File: config.mk
export PLATFORM = sky130hd
export DESIGN_NAME = super_writeback
export DESIGN_NICKNAME = d
export VERILOG_FILES = /design/src/rtl/super_writeback.sv
export SDC_FILE = /design/constraint.sdc
export NUM_CORES = 1
export LEC_CHECK = 0
export ABC_CLOCK_PERIOD_IN_PS = 4500
export CAP_MARGIN = 20
export CORE_MARGIN = 5
export CORE_UTILIZATION = 33
export DETAILED_ROUTE_END_ITERATION = 8
export GPL_ROUTABILITY_DRIVEN = 0
export PLACE_DENSITY_LB_ADDON = 0.25
export SYNTH_ARGS = -nofsm -noshare
export SYNTH_HDL_FRONTEND = slang
export SYNTH_SLANG_ARGS = --single-unit
File: constraint.sdc
create_clock -name clk -period 4.5 [get_ports clk]
set_input_delay 1.35 -clock clk [delete_from_list [all_inputs] [get_ports clk]]
set_output_delay 1.35 -clock clk [all_outputs]
set_load 0.01 [all_outputs]
File: src/rtl/super_writeback.sv
// Writeback stage: commits ALU results to the integer/vector register files in
// one cycle, and assembles little-endian load beats into full words before committing them.
module super_writeback #(
  parameter int REGI_BITS = 4,
  parameter int VECT_BITS = 2,
  parameter int REGI_SIZE = 16,
  parameter int VECT_SIZE = 8,
  parameter int ELEM_SIZE = 8
) (
  input  logic                          clk,
  input  logic                          rst,
  input  logic                          valid_i,
  output logic                          ready_o,
  input  logic                          writeResultInt_i,
  input  logic                          writeResultV_i,
  input  logic                          flagMemRead_i,
  input  logic [REGI_BITS-1:0]          int_dest_i,
  input  logic [VECT_BITS-1:0]          vec_dest_i,
  input  logic [REGI_SIZE-1:0]          int_result_i,
  input  logic [ELEM_SIZE*VECT_SIZE-1:0] vec_result_i,
  input  logic                          mem_valid_i,
  input  logic [ELEM_SIZE-1:0]          mem_data_i,
  output logic                          int_we_o,
  output logic [REGI_BITS-1:0]          int_dest_o,
  output logic [REGI_SIZE-1:0]          int_wd_o,
  output logic                          vec_we_o,
  output logic [VECT_BITS-1:0]          vec_dest_o,
  output logic [ELEM_SIZE*VECT_SIZE-1:0] vec_wd_o,
  output logic                          stall_o
);

  localparam int VEC_W     = ELEM_SIZE * VECT_SIZE;
  localparam int INT_BEATS = REGI_SIZE / ELEM_SIZE;
  localparam int MAX_BEATS = (VECT_SIZE > INT_BEATS) ? VECT_SIZE : INT_BEATS;
  localparam int CNT_W     = $clog2(MAX_BEATS + 1);

  typedef enum logic [1:0] {
    IDLE    = 2'd0,
    COLLECT = 2'd1,
    COMMIT  = 2'd2
  } state_t;

  state_t                 state_r;
  logic [CNT_W-1:0]       cnt_r;
  logic [CNT_W-1:0]       beats_r;
  logic                   tgt_vec_r;
  logic [REGI_BITS-1:0]   int_dest_r;
  logic [VECT_BITS-1:0]   vec_dest_r;
  logic [VEC_W-1:0]       buf_r;

  logic [CNT_W-1:0]       load_beats_s;
  logic [VEC_W-1:0]       asm_s;
  logic                   last_beat_s;

  // Beat count for a new load, current assembly word and last-beat detect.
  always_comb begin
    load_beats_s = {CNT_W{1'b0}};
    if (writeResultV_i) begin
      load_beats_s = CNT_W'(VECT_SIZE);
    end else if (writeResultInt_i) begin
      load_beats_s = CNT_W'(INT_BEATS);
    end else begin
      load_beats_s = {CNT_W{1'b0}};
    end
    asm_s = buf_r;
    asm_s[int'(cnt_r)*ELEM_SIZE +: ELEM_SIZE] = mem_data_i;
    last_beat_s = mem_valid_i && (cnt_r == (beats_r - CNT_W'(1)));
  end

  // Control FSM with registered write ports and handshake outputs.
  always_ff @(posedge clk) begin
    if (!rst) begin
      state_r    <= IDLE;
      cnt_r      <= {CNT_W{1'b0}};
      beats_r    <= {CNT_W{1'b0}};
      tgt_vec_r  <= 1'b0;
      int_dest_r <= {REGI_BITS{1'b0}};
      vec_dest_r <= {VECT_BITS{1'b0}};
      buf_r      <= {VEC_W{1'b0}};
      ready_o    <= 1'b1;
      stall_o    <= 1'b0;
      int_we_o   <= 1'b0;
      int_dest_o <= {REGI_BITS{1'b0}};
      int_wd_o   <= {REGI_SIZE{1'b0}};
      vec_we_o   <= 1'b0;
      vec_dest_o <= {VECT_BITS{1'b0}};
      vec_wd_o   <= {VEC_W{1'b0}};
    end else begin
      int_we_o <= 1'b0;
      vec_we_o <= 1'b0;
      case (state_r)
        IDLE: begin
          if (valid_i && ready_o) begin
            if (flagMemRead_i) begin
              tgt_vec_r  <= writeResultV_i;
              int_dest_r <= int_dest_i;
              vec_dest_r <= vec_dest_i;
              cnt_r      <= {CNT_W{1'b0}};
              beats_r    <= load_beats_s;
              ready_o    <= 1'b0;
              stall_o    <= 1'b1;
              // A load with no target still takes the COMMIT slot, just without a write.
              if (load_beats_s == {CNT_W{1'b0}}) begin
                state_r <= COMMIT;
              end else begin
                state_r <= COLLECT;
              end
            end else begin
              int_we_o <= writeResultInt_i;
              vec_we_o <= writeResultV_i;
              if (writeResultInt_i) begin
                int_dest_o <= int_dest_i;
                int_wd_o   <= int_result_i;
              end
              if (writeResultV_i) begin
                vec_dest_o <= vec_dest_i;
                vec_wd_o   <= vec_result_i;
              end
            end
          end
        end
        COLLECT: begin
          if (mem_valid_i) begin
            buf_r <= asm_s;
            cnt_r <= cnt_r + CNT_W'(1);
            // Pulse is launched with the last beat so it is visible during COMMIT.
            if (last_beat_s) begin
              state_r <= COMMIT;
              if (tgt_vec_r) begin
                vec_we_o   <= 1'b1;
                vec_dest_o <= vec_dest_r;
                vec_wd_o   <= asm_s;
              end else begin
                int_we_o   <= 1'b1;
                int_dest_o <= int_dest_r;
                int_wd_o   <= asm_s[REGI_SIZE-1:0];
              end
            end
          end
        end
        COMMIT: begin
          state_r <= IDLE;
          ready_o <= 1'b1;
          stall_o <= 1'b0;
        end
        default: begin
          state_r <= IDLE;
          ready_o <= 1'b1;
          stall_o <= 1'b0;
        end
      endcase
    end
  end

endmodule
* After elaboration in Yosys (flattened, before gate mapping)
Cells that the tools add are included. Widths: inputs -> output; s select.
Operators by class: reductions and logical operators 12, bitwise operators 1, shifts and indexed selects 2, mux-type cells 59, add/subtract/negate cells 3, equal/unequal tests 11
Operator list (number):
- $mux 64 | 6
- $pmux 64 s2 | 1
- $mux 16 | 6
- $bwmux 64 | 1
- $shift 8x33->64 const A | 1
- $shiftx 8x33->64 | 1
- $mux 4 | 10
- $neg 7->33 | 1
- $pmux 16 s2 | 1
- $mux 2 | 12
- $ne 2x2->1 const B | 9
- $pmux 4 s2 | 2
- $mux 1 | 14
- $reduce_and 7->1 | 2
- $pmux 1 s2 | 4
- $pmux 2 s2 | 2
- $reduce_and 4->1 | 2
- $reduce_and 3->1 | 2
- $add 4x1->4 const B | 1
- $eq 4x4->1 | 1
- $logic_not 4->1 | 1
- $sub 4x1->4 const B | 1
- $eq 2x1->1 const B | 1
- $logic_and 1x1->1 | 2
- other kinds (4) | 4
Storage, ports and cells: word-level logic and storage cells 103, flip-flop bits (word level) 171, bits of input ports 101, output and inout bits 90

* Longest topological paths before layout
Gate-level depths: netlist of the first run.
depth in word-level cells 7, depth in mapped cells 13, depth with buffers taken out 7

* Worst setup path after synthesis of the first run
No wires, ideal clock.
path type flip-flop to flip-flop, start register cnt_r[0], end register buf_r[48], period minus slack after synthesis 3.134 ns, stages on the path, launching flop included 13, library setup time 0.132 ns, setup slack 1.366 ns, arrival 3.002 ns, cells stage by stage dfxtp_1 > clkbuf_1 > clkbuf_1 > buf_1 > inv_1 > ha_1 > buf_2 > nor4bb_1 > a21boi_1 > buf_2 > nand2_1 > nand2_1 > a21oi_1
Between the ends: word-level cells in the longest chain between the ends 3, elaborated cells between the ends (all ways) 4, those cells by class 1 x add/sub; 2 x shift; 1 x mux
RTL lines:
- start: declaration | RTL line 44 | logic [CNT_W-1:0] cnt_r;
- start signal: assignment | RTL line 74 | cnt_r <= {CNT_W{1'b0}};
- start signal: assignment | RTL line 98 | cnt_r <= {CNT_W{1'b0}};
- start signal: assignment | RTL line 125 | cnt_r <= cnt_r + CNT_W'(1);
- $neg 7->33 * | RTL line 66 | asm_s[int'(cnt_r)*ELEM_SIZE +: ELEM_SIZE] = mem_data_i;
- $shiftx 8x33->64 / $shift 8x33->64 (equally long branches) | RTL line 66
- $bwmux 64 * | RTL line 66
- end signal: assignment | RTL line 79 | buf_r <= {VEC_W{1'b0}};
- end signal: assignment | RTL line 124 | buf_r <= asm_s;
- end: declaration | RTL line 49 | logic [VEC_W-1:0] buf_r;
Every way passes the cells marked *; elsewhere a longest branch is shown, timed or not. A chain may end at the register's enable or synchronous reset.

* Final worst setup path of the first run
start register cnt_r[1], end register vec_wd_o[22]
Between the ends: word-level cells in the longest chain between the ends 7, elaborated cells between the ends (all ways) 12, those cells by class 1 x add/sub; 2 x eq/ne; 2 x shift; 5 x mux; 2 x reduce/logical
RTL lines:
- $neg 7->33 | RTL line 66
- $shiftx 8x33->64 / $shift 8x33->64 (equally long branches) | RTL line 66
- $bwmux 64 | RTL line 66
- $mux 64 | RTL line 129 | if (tgt_vec_r) begin
- $mux 64 | RTL line 127 | if (last_beat_s) begin
- $mux 64 | RTL line 123 | if (mem_valid_i) begin
- $pmux 64 s2 | RTL line 91 | case (state_r)
- end signal: assignment | RTL line 87 | vec_wd_o <= {VEC_W{1'b0}};
- end signal: assignment | RTL line 117 | vec_wd_o <= vec_result_i;
- end signal: assignment | RTL line 132 | vec_wd_o <= asm_s;
- end: declaration | RTL line 28 | output logic [ELEM_SIZE*VECT_SIZE-1:0] vec_wd_o,
Several ways; a longest one is shown, not always the timed one. The select of a mux whose other input is x is not followed.

==> run metrics, run 1 <==
outcome=finished clean; ys async rst share=0%; Post-synth top flop=dfxtp_1; NumNets Final=approximately 1200; critical path depth=7; Layout Skew=7.33 ps; worst reg-to-reg path cell count=7; post-synthesis sequential area ratio=42.9%; Core Box Area=23400 µm²; antenna diode count=0; Hold/Removal Path Class=register to register; Starting DRT DRC Count=roughly 640; critical-path cell list=inv_1 -> ha_1 -> or2_2 -> o21ai_1 -> nand2_1 -> mux2i_1 -> a32o_1; crit path DAT=about 3400 ps; maximum vdd drop=~0.17 mV; Hold Violations, Final=0; final worst slack=about 1400 ps; Crit Path Max Fanout=12; WHS Path Cells=2; die area=26900 µm²; CTS tree=built; CTS Hold Buffers Added=0; Layout Area Growth over Synthesis=35.3%; synth cell count leaders=168 x dfxtp_1, 94 x a21oi_1, 92 x nor2_1; worst slew pin tran=918 ps; post-synth top area share=between 40% and 50%; Final Core Density=about 45%; DP HPWL=17.6 mm; Site Rows=56; synth top area cells=dfxtp_1 43%, mux2i_1 8.0%, a21oi_1 6.0%, nor2_1 4.4%, nand2_1 4.2%; Distinct cells, synth=59; EDFF count, synth=0; Critical Path End Type=register; total power=about 3.6 mW; fin crit share=between 60% and 70%; Slew Limit Fails=0; post-route ant nets=0; Post-Syn Nets=just over 1000; Seq cells post-synth=around 170; global-route usage over all layers=18.6%; crit path buf inv count=1; most common cell in the netlist=dfxtp_1; Fin Setup TNS=0 ps; vias per std cell=roughly 5.3; Max Buffers Root-to-Sink=2; Num CTS Buffers=17; largest net degree at the start of global routing=69; die width=164 µm; unrepaired setup endpoints after global routing=no; first-pass iteration count of the detailed router=5; PostCTS Resize Cnt=0; max frequency=322 MHz; Worst Setup Path Type=register to register; CP Launch Type=register; first-pass GRT wire length=slightly below 40 mm; Yosys warnings=0; Worst path slowest cell=o21ai_1; DRC Markers=0; Clk pin slew, worst setup/hold paths=60 ps; clock root cell=clkbuf_16; vias=7440; power density over the cells=341 nW/µm²; clk sink count=168; share of cells above drive strength 1=6.99%; Post-Syn Area=7840 µm²; # Post-CTS Setup Buffers=0; worst rel slew slack=38.4%; LEAKAGE=3.95 nW; Initial Utilization=between 30% and 40%; # IOs=191; # fillers=between 2000 and 2500; clk_lat worst skew=430 ps; height of the die=164 µm; wire per inst=18.3 µm; leading area contributor after synthesis=dfxtp_1; port buffer count=190; setup violators final=0; worst slack at placement=1060 ps; CP required=4820 ps; min Tclk post-route=3110 ps; total wire length=about 26 mm; initial antenna violation count=0; H-tree depth=4; grt ovf=0; vias in the first global route=a little over 7000; CP top delay family=compound AO/OA/AOI/OAI gates; Post-Synthesis Cells=approximately 930; MaxCap Viol Count=0; Worst path max stage delay=about 730 ps; Syn Area/Cell=8.47 µm²
## layout by cell type (no fill, tap or decap), types with 10 or more instances in the layout
cell type and instances:
clkdlybuf4s50_1 189, buf_4 25, inv_1 16, a21oi_1 94, dfxtp_1 168, clkbuf_16 17
a32o_1 16, mux2i_1 63, nand3b_1 11, nand2b_1 14, nand3_1 52, a211o_1 10
o21ai_0 29, a22o_1 16, nor2_1 91, nor3_1 17, nand2_1 87
## flip-flops by register name, indices dropped and copies added, names as in the netlist
name and count:
state_r 2, int_wd_o 16, cnt_r 4, stall_o 1
vec_dest_o 2, vec_dest_r 2, beats_r 2, ready_o 1
int_we_o 1, int_dest_r 4, int_dest_o 4, buf_r 64
vec_we_o 1, vec_wd_o 64
## final timing paths
kind | slack [ps] | endpoint | start
worst min register to register | 450 | buf_r[44] | buf_r[44]
worst max register to register | 1390 | vec_wd_o[22] | cnt_r[1]
worst max-delay path | 1390 | vec_wd_o[22] | cnt_r[1]
worst min-delay path | 450 | buf_r[44] | buf_r[44]
## layout make-up
type	count	area [µm²]	area share, %
multi-input combinational	653	4080	38.4
tap	319	399	3.76
inverter	18	67.6	0.637
clock inverter	13	145	1.37
sequential	168	3360	31.7
timing repair buffer	216	2100	19.8
clock buffer	19	453	4.27
## power breakdown
part           total [mW]  switching [mW]  leakage [nW]  internal [mW]
clock network        1.49           0.639         0.274          0.851
logic               0.556           0.291          2.32          0.264
registers            1.57          0.0304          1.36           1.54
total                3.61           0.961          3.95           2.65
## routing by layer
metal	GRT usage, %	vias to the layer above	part of all wire [%]
li1	-	3634	-
met1	26.3	3508	47
met2	28.3	264	44
met3	3.94	34	6.5
met4	5.83	0	2.0
met5	0	-	0
## worst min-delay path: cells and delay by family, from the launching register on
kind	cells	cell delay [ps]
flops	1	310
simple gates	1	50
compound gates	1	50
## stage by stage
| stage | area (µm²) | hold slack (ps) | cells |
|---|---|---|---|
| after CTS | 10600 | 451 | 1406 |
| final | 10600 | 450 | 1406 |
| after global routing | 10600 | 470 | 1406 |
| after global placement | 10000 | 438 | 1374 |
| after detailed placement | 10000 | 443 | 1374 |
| after floorplan | 7840 | 431 | 925 |
## cells by family (layout without fill, tap and decap cells)
group                    count (synthesis)  after routing  share of synthesized area [%]
AND/OR/NAND/NOR                        319            319                           19.4
AO/OA/AOI/OAI                          263            263                           23.3
flip-flops                             168            168                           42.9
buffers and inverters                  104            266                           5.35
multiplexers                            63             63                           8.05
XOR/XNOR                                 5              5                          0.559
adder cells (fa/ha/maj)                  3              3                          0.479
(Power assumes the default switching activity.)
==> run 2, diff against run 1 <==
ABC_CLOCK_PERIOD_IN_PS = 2700   (was 4500)
clock period = 2.7 ns   (was 4.5 ns; I/O delays follow)
==> run 2 against run 1 <==
- via count up 1.5%
- global-route usage up 0.085 points
- clock power up 76%
- first-iteration DRC count up 15%
- worst hold slack about the same
- power up 72%
- combinational power up 77%
- routed wire length down 0.31%
==> run metrics, run 2 (synthesis gave the netlist of run 1 again) <==
outcome=finished clean; Num CTS Buffers=17 (unchanged); initial antenna violation count=1 (+1); CP required=3050 ps (-1770 ps); share of cells above drive strength 1=10.7% (+3.7 points); Layout Skew=7.30 ps (-0.0237 ps); max frequency=402 MHz (+25%); # Post-CTS Setup Buffers=0 (unchanged); clk_lat worst skew=430 ps (about the same); Critical Path End Type=register; height of the die=164 µm (unchanged); DP HPWL=18.5 mm (+5.1%); Site Rows=56 (unchanged); worst slew pin tran=681 ps (-237 ps); worst setup path startpoint=cnt_r[1]; total wire length=25.6 mm (-0.31%); die area=26900 µm² (unchanged); placed cell areas=10400 µm² (+4.4%); final std cell area, no fill=11100 µm² (+4.5%); # IOs=191 (unchanged); post-route ant nets=0 (unchanged); die width=164 µm (unchanged); CTS tree=built; Final Core Density=47.4% (+2.0 points); H-tree depth=4 (unchanged); Placed Cells=1419 (+3.3%); final cell count without fillers=1452 (+3.3%); clk sink count=168 (unchanged); MaxCap Viol Count=0 (unchanged); Slew Limit Fails=0 (unchanged); PostCTS Resize Cnt=0 (unchanged); crit path DAT=2840 ps (-590 ps); unrepaired setup endpoints after global routing=no; first-pass GRT wire length=39.9 mm (+0.98%); CTS Hold Buffers Added=0 (unchanged); fin crit share=92.1% (+23 points); Max Buffers Root-to-Sink=2 (unchanged); Critical R2R Launch=cnt_r[1]; port buffer count=190 (unchanged); Hold/Removal Path Class=register to register; Worst Setup Path Type=register to register; most frequent cells in the layout=189 x clkdlybuf4s50_1, 167 x dfxtp_1, 94 x a21oi_1, 91 x nor2_1, 87 x nand2_1; DRC Markers=0 (unchanged); NumNets Final=1223 (+3.8%); global-route usage over all layers=18.7% (+0.085 points); clock root cell=clkbuf_16; biggest regs=buf_r: 64 flops, vec_wd_o: 64 flops, int_wd_o: 16 flops; wire per inst=17.7 µm (-3.5%); Crit Path Max Fanout=12 (unchanged); Core Box Area=23400 µm² (unchanged); Starting DRT DRC Count=740 (+15%); worst rel slew slack=54.3% (+16 points); Clk pin slew, worst setup/hold paths=60 ps (about the same); min Tclk post-route=2490 ps (-623 ps); grt ovf=0 (unchanged); most common cell after layout, fill and taps aside=clkdlybuf4s50_1; largest net degree at the start of global routing=66 (-4.3%); power density over the cells=561 nW/µm² (+65%); first-pass iteration count of the detailed router=5 (unchanged); Hold Violations, Final=0 (unchanged); vias in the first global route=7196 (+1.8%); vias per std cell=5.20 (-1.7%); Fin Setup TNS=0 ps (unchanged); vias=7555 (+1.5%); HP Start=buf_r[43]; CP Launch Type=register; LEAKAGE=4.24 nW (+7.2%); # fillers=2320 (-2.0%); Layout Area Growth over Synthesis=41.4%; maximum vdd drop=0.403 mV (+130%); Initial Utilization=33.5% (unchanged); setup violators final=0 (unchanged)
[run 2: cell types whose count changed in the layout (fill, tap and decap cells not counted), sizes merged]
cell	before	now
clkbuf	19	22
buf	27	72
bufinv	2	4
clkinv	3	2
clkinvlp	6	2
diode	0	1
[run 2: area by class of cell]
class                   instances  area [µm²]  share of cell area [%]
diodes                          1        2.50                  0.0226
clock buffers                  22         464                    4.19
clock inverters                10         166                    1.50
inverters                      18        67.6                   0.610
multi-input cells             653        4090                    36.9
flip-flops and latches        168        3360                    30.4
well taps                     319         399                    3.60
repair buffers                261        2530                    22.8
[run 2: path summary, 6_finish.rpt]
kind | cells after the start | end | slack [ps]
setup / recovery | 8 | buf_r[11] | 210
hold / removal | 2 | buf_r[43] | 450
setup reg to reg | 8 | buf_r[11] | 210
hold reg to reg | 2 | buf_r[43] | 450
[run 2: per-stage QoR]
step | setup slack [ps] | power, mW | hold slack [ps]
6_report | 214 | 6.22 | 450
5_1_grt | 3.24 | 6.47 | 461
4_1_cts | 206 | 6.28 | 451
3_5_place_dp | -54.9 | 3.66 | 442
3_3_place_gp | 10.0 | 3.65 | 437
2_1_floorplan | 31.3 | 3.14 | 431
[run 2: per-layer routing]
metal	routed length (µm)	vias up	global-route usage (%)	part of all wire, %
met2	11500	244	28.8	45
met1	12000	3545	26.3	47
met5	0	-	0	0
li1	-	3736	-	-
met4	433	0	4.69	1.7
met3	1670	30	4.34	6.5
[run 2: critical path, cell delays in order (launching register included)]
cell and delay [ps]:
dfxtp_1 430, buf_4 170, inv_1 40, ha_1 380, buf_4 240, nand3_1 310
nor2_1 550, nand3_1 140, a21oi_1 150
[run 2: power by group]
group          switching (mW)  leakage [nW]  internal, mW  total (mW)
logic                   0.491          2.58         0.494       0.986
clock network            1.01         0.301          1.61        2.62
registers              0.0498          1.36          2.56        2.61
==> run 3, diff against run 2 <==
CAP_MARGIN = unset   (was 20)
CORE_UTILIZATION = 45   (was 33)
==> run 3 against run 2 <==
- maximum frequency down 3.0%
- flip-flop and latch count unchanged
- largest cell class unchanged
- sequential share of layout area up 0.79 points
- clock skew down 2.7 ps
- routed wire length down 5.5%
- via count up 1.3%
- clock-buffer cell count up 1
- first-iteration DRC count down 7.0%
- register-to-register slack worse by 80 ps
- sequential power about the same
==> run metrics, run 3 (synthesis gave the netlist of run 1 again) <==
worst rel slew slack=54.0% (-0.33 points); HP Start=buf_r[41]; port buffer count=190 (unchanged); die width=142 µm (-13%); MaxCap Viol Count=0 (unchanged); Core Box Area=17200 µm² (-27%); Starting DRT DRC Count=688 (-7.0%); min Tclk post-route=2560 ps (+76.8 ps); Max Buffers Root-to-Sink=2 (unchanged); most frequent cells in the layout=189 x clkdlybuf4s50_1, 167 x dfxtp_1, 94 x a21oi_1, 91 x nor2_1, 87 x nand2_1; crit path DAT=2920 ps (+80 ps); clk sink count=168 (unchanged); total wire length=24.2 mm (-5.5%); Worst Setup Path Type=register to register; vias per std cell=5.68 (+9.1%); Critical Path End Type=register; H-tree depth=4 (unchanged); Worst path slowest cell=dfxtp_1; NumNets Final=1214 (-0.74%); clock root cell=clkbuf_16; worst slack at placement=33.5 ps (+88.4 ps); Hold/Removal Path Class=register to register; first-pass iteration count of the detailed router=5 (unchanged); first-pass GRT wire length=38.3 mm (-4.0%); Worst path max stage delay=500 ps (-50 ps); worst hold slack=447 ps (-2.89 ps); antenna diode count=0 (-1); max frequency=390 MHz (-3.0%); Critical R2R Launch=cnt_r[3]; unrepaired setup endpoints after global routing=no; CP required=3050 ps (about the same); Initial Utilization=45.6% (+12 points); Layout Skew=4.60 ps (-2.71 ps); total power=5.98 mW (-3.8%); Site Rows=48 (-14%); initial antenna violation count=0 (-1); vias in the first global route=7286 (+1.3%); reg2reg end=buf_r[24]; fin crit share=94.9% (+2.8 points); global-route usage over all layers=23.5% (+4.9 points); critical-path cell list=inv_1 -> ha_1 -> nand3b_1 -> buf_4 -> nor3_2 -> buf_4 -> and2_2 -> nand3_1 -> a21oi_1; DP HPWL=17.4 mm (-6.0%); worst reg-to-reg path cell count=9 (+1); worst hold endpoint=buf_r[41]; LEAKAGE=4.16 nW (-1.8%); largest net degree at the start of global routing=69 (+4.5%); post-route ant nets=0 (unchanged); most frequent CP cell=buf_4; maximum vdd drop=0.463 mV (+15%); share of cells above drive strength 1=10.2% (-0.45 points); clk_lat worst skew=430 ps (about the same); Fin Setup TNS=0 ps (unchanged); final worst slack=137 ps (-76.8 ps); R2R setup slack=140 ps (-80 ps); crit path buf inv count=3 (unchanged); biggest regs=buf_r: 64 flops, vec_wd_o: 64 flops, int_wd_o: 16 flops; wire per inst=18.0 µm (+1.8%); Clk pin slew, worst setup/hold paths=60 ps (about the same); CP Launch Type=register; worst slew pin tran=688 ps (+7.02 ps); height of the die=142 µm (-13%); power density over the cells=554 nW/µm² (-1.3%); Slew Limit Fails=0 (unchanged); Hold Violations, Final=0 (unchanged); # IOs=191 (unchanged); CP top delay family=simple AND/OR/NAND/NOR gates; outcome=finished clean; die area=20200 µm² (-25%); vias=7653 (+1.3%); Layout Area Growth over Synthesis=37.8%; grt ovf=0 (unchanged); DRC Markers=0 (unchanged); most common cell after layout, fill and taps aside=clkdlybuf4s50_1; WHS Path Cells=2 (unchanged); Crit Path Max Fanout=18 (+6); setup violators final=0 (unchanged); CTS tree=built; Num CTS Buffers=17 (unchanged)
[run 3: final cells by class]
class	instances	area [µm²]
inverters	18	67.6
flip-flops and latches	168	3360
repair buffers	252	2410
clock inverters	9	97.6
clock buffers	23	478
fillers	1556	6380
multi-input cells	653	4100
well taps	225	282
[run 3: stage by stage]
stage          utilization [%]  cell area, µm²  cells
2_1_floorplan                -            7860    925
3_3_place_gp              59.5           10200   1316
3_5_place_dp              59.5           10200   1316
4_1_cts                   62.8           10800   1348
5_1_grt                   62.9           10800   1348
6_report                  62.9           10800   1348
[run 3: worst max path at each step]
stage	startpoint	end	cells past startpoint
detailed placement	mem_valid_i	buf_r[9]	6
floorplan	cnt_r[0]	vec_wd_o[62]	13
global route	cnt_r[3]	buf_r[31]	9
global placement	valid_i	int_dest_o[3]	8
finish	cnt_r[3]	buf_r[24]	9
CTS	cnt_r[3]	vec_wd_o[62]	7
[run 3: layer usage]
metal / wire, µm / vias up / part of all wire [%] / GRT usage, %
li1: - / 3707 / - / -
met1: 10900 / 3629 / 45 / 32.4
met2: 11000 / 267 / 45 / 36.6
met3: 1670 / 50 / 6.9 / 4.50
met4: 713 / 0 / 2.9 / 9.24
met5: 0 / - / 0 / 0
[run 3: power by group]
| group | leakage, nW | internal (mW) | switching [mW] | total (mW) |
|---|---|---|---|---|
| Combinational | 2.52 | 0.484 | 0.487 | 0.971 |
| Sequential | 1.36 | 2.56 | 0.0490 | 2.61 |
| Clock | 0.286 | 1.43 | 0.970 | 2.40 |
| Total | 4.16 | 4.47 | 1.51 | 5.98 |
[run 3: what timing repair did]
item | in CTS | in global routing
setup endpoints to repair | 0 | 13
gates resized for setup | 0 | 4
setup buffers | 0 | 0
hold buffers | 0 | 0
hold endpoints to repair | 0 | 0
[run 3: worst min-delay path, stage by stage (launching register included)]
cell and delay, ps:
dfxtp_1 310, nand2_1 50, a21oi_1 50
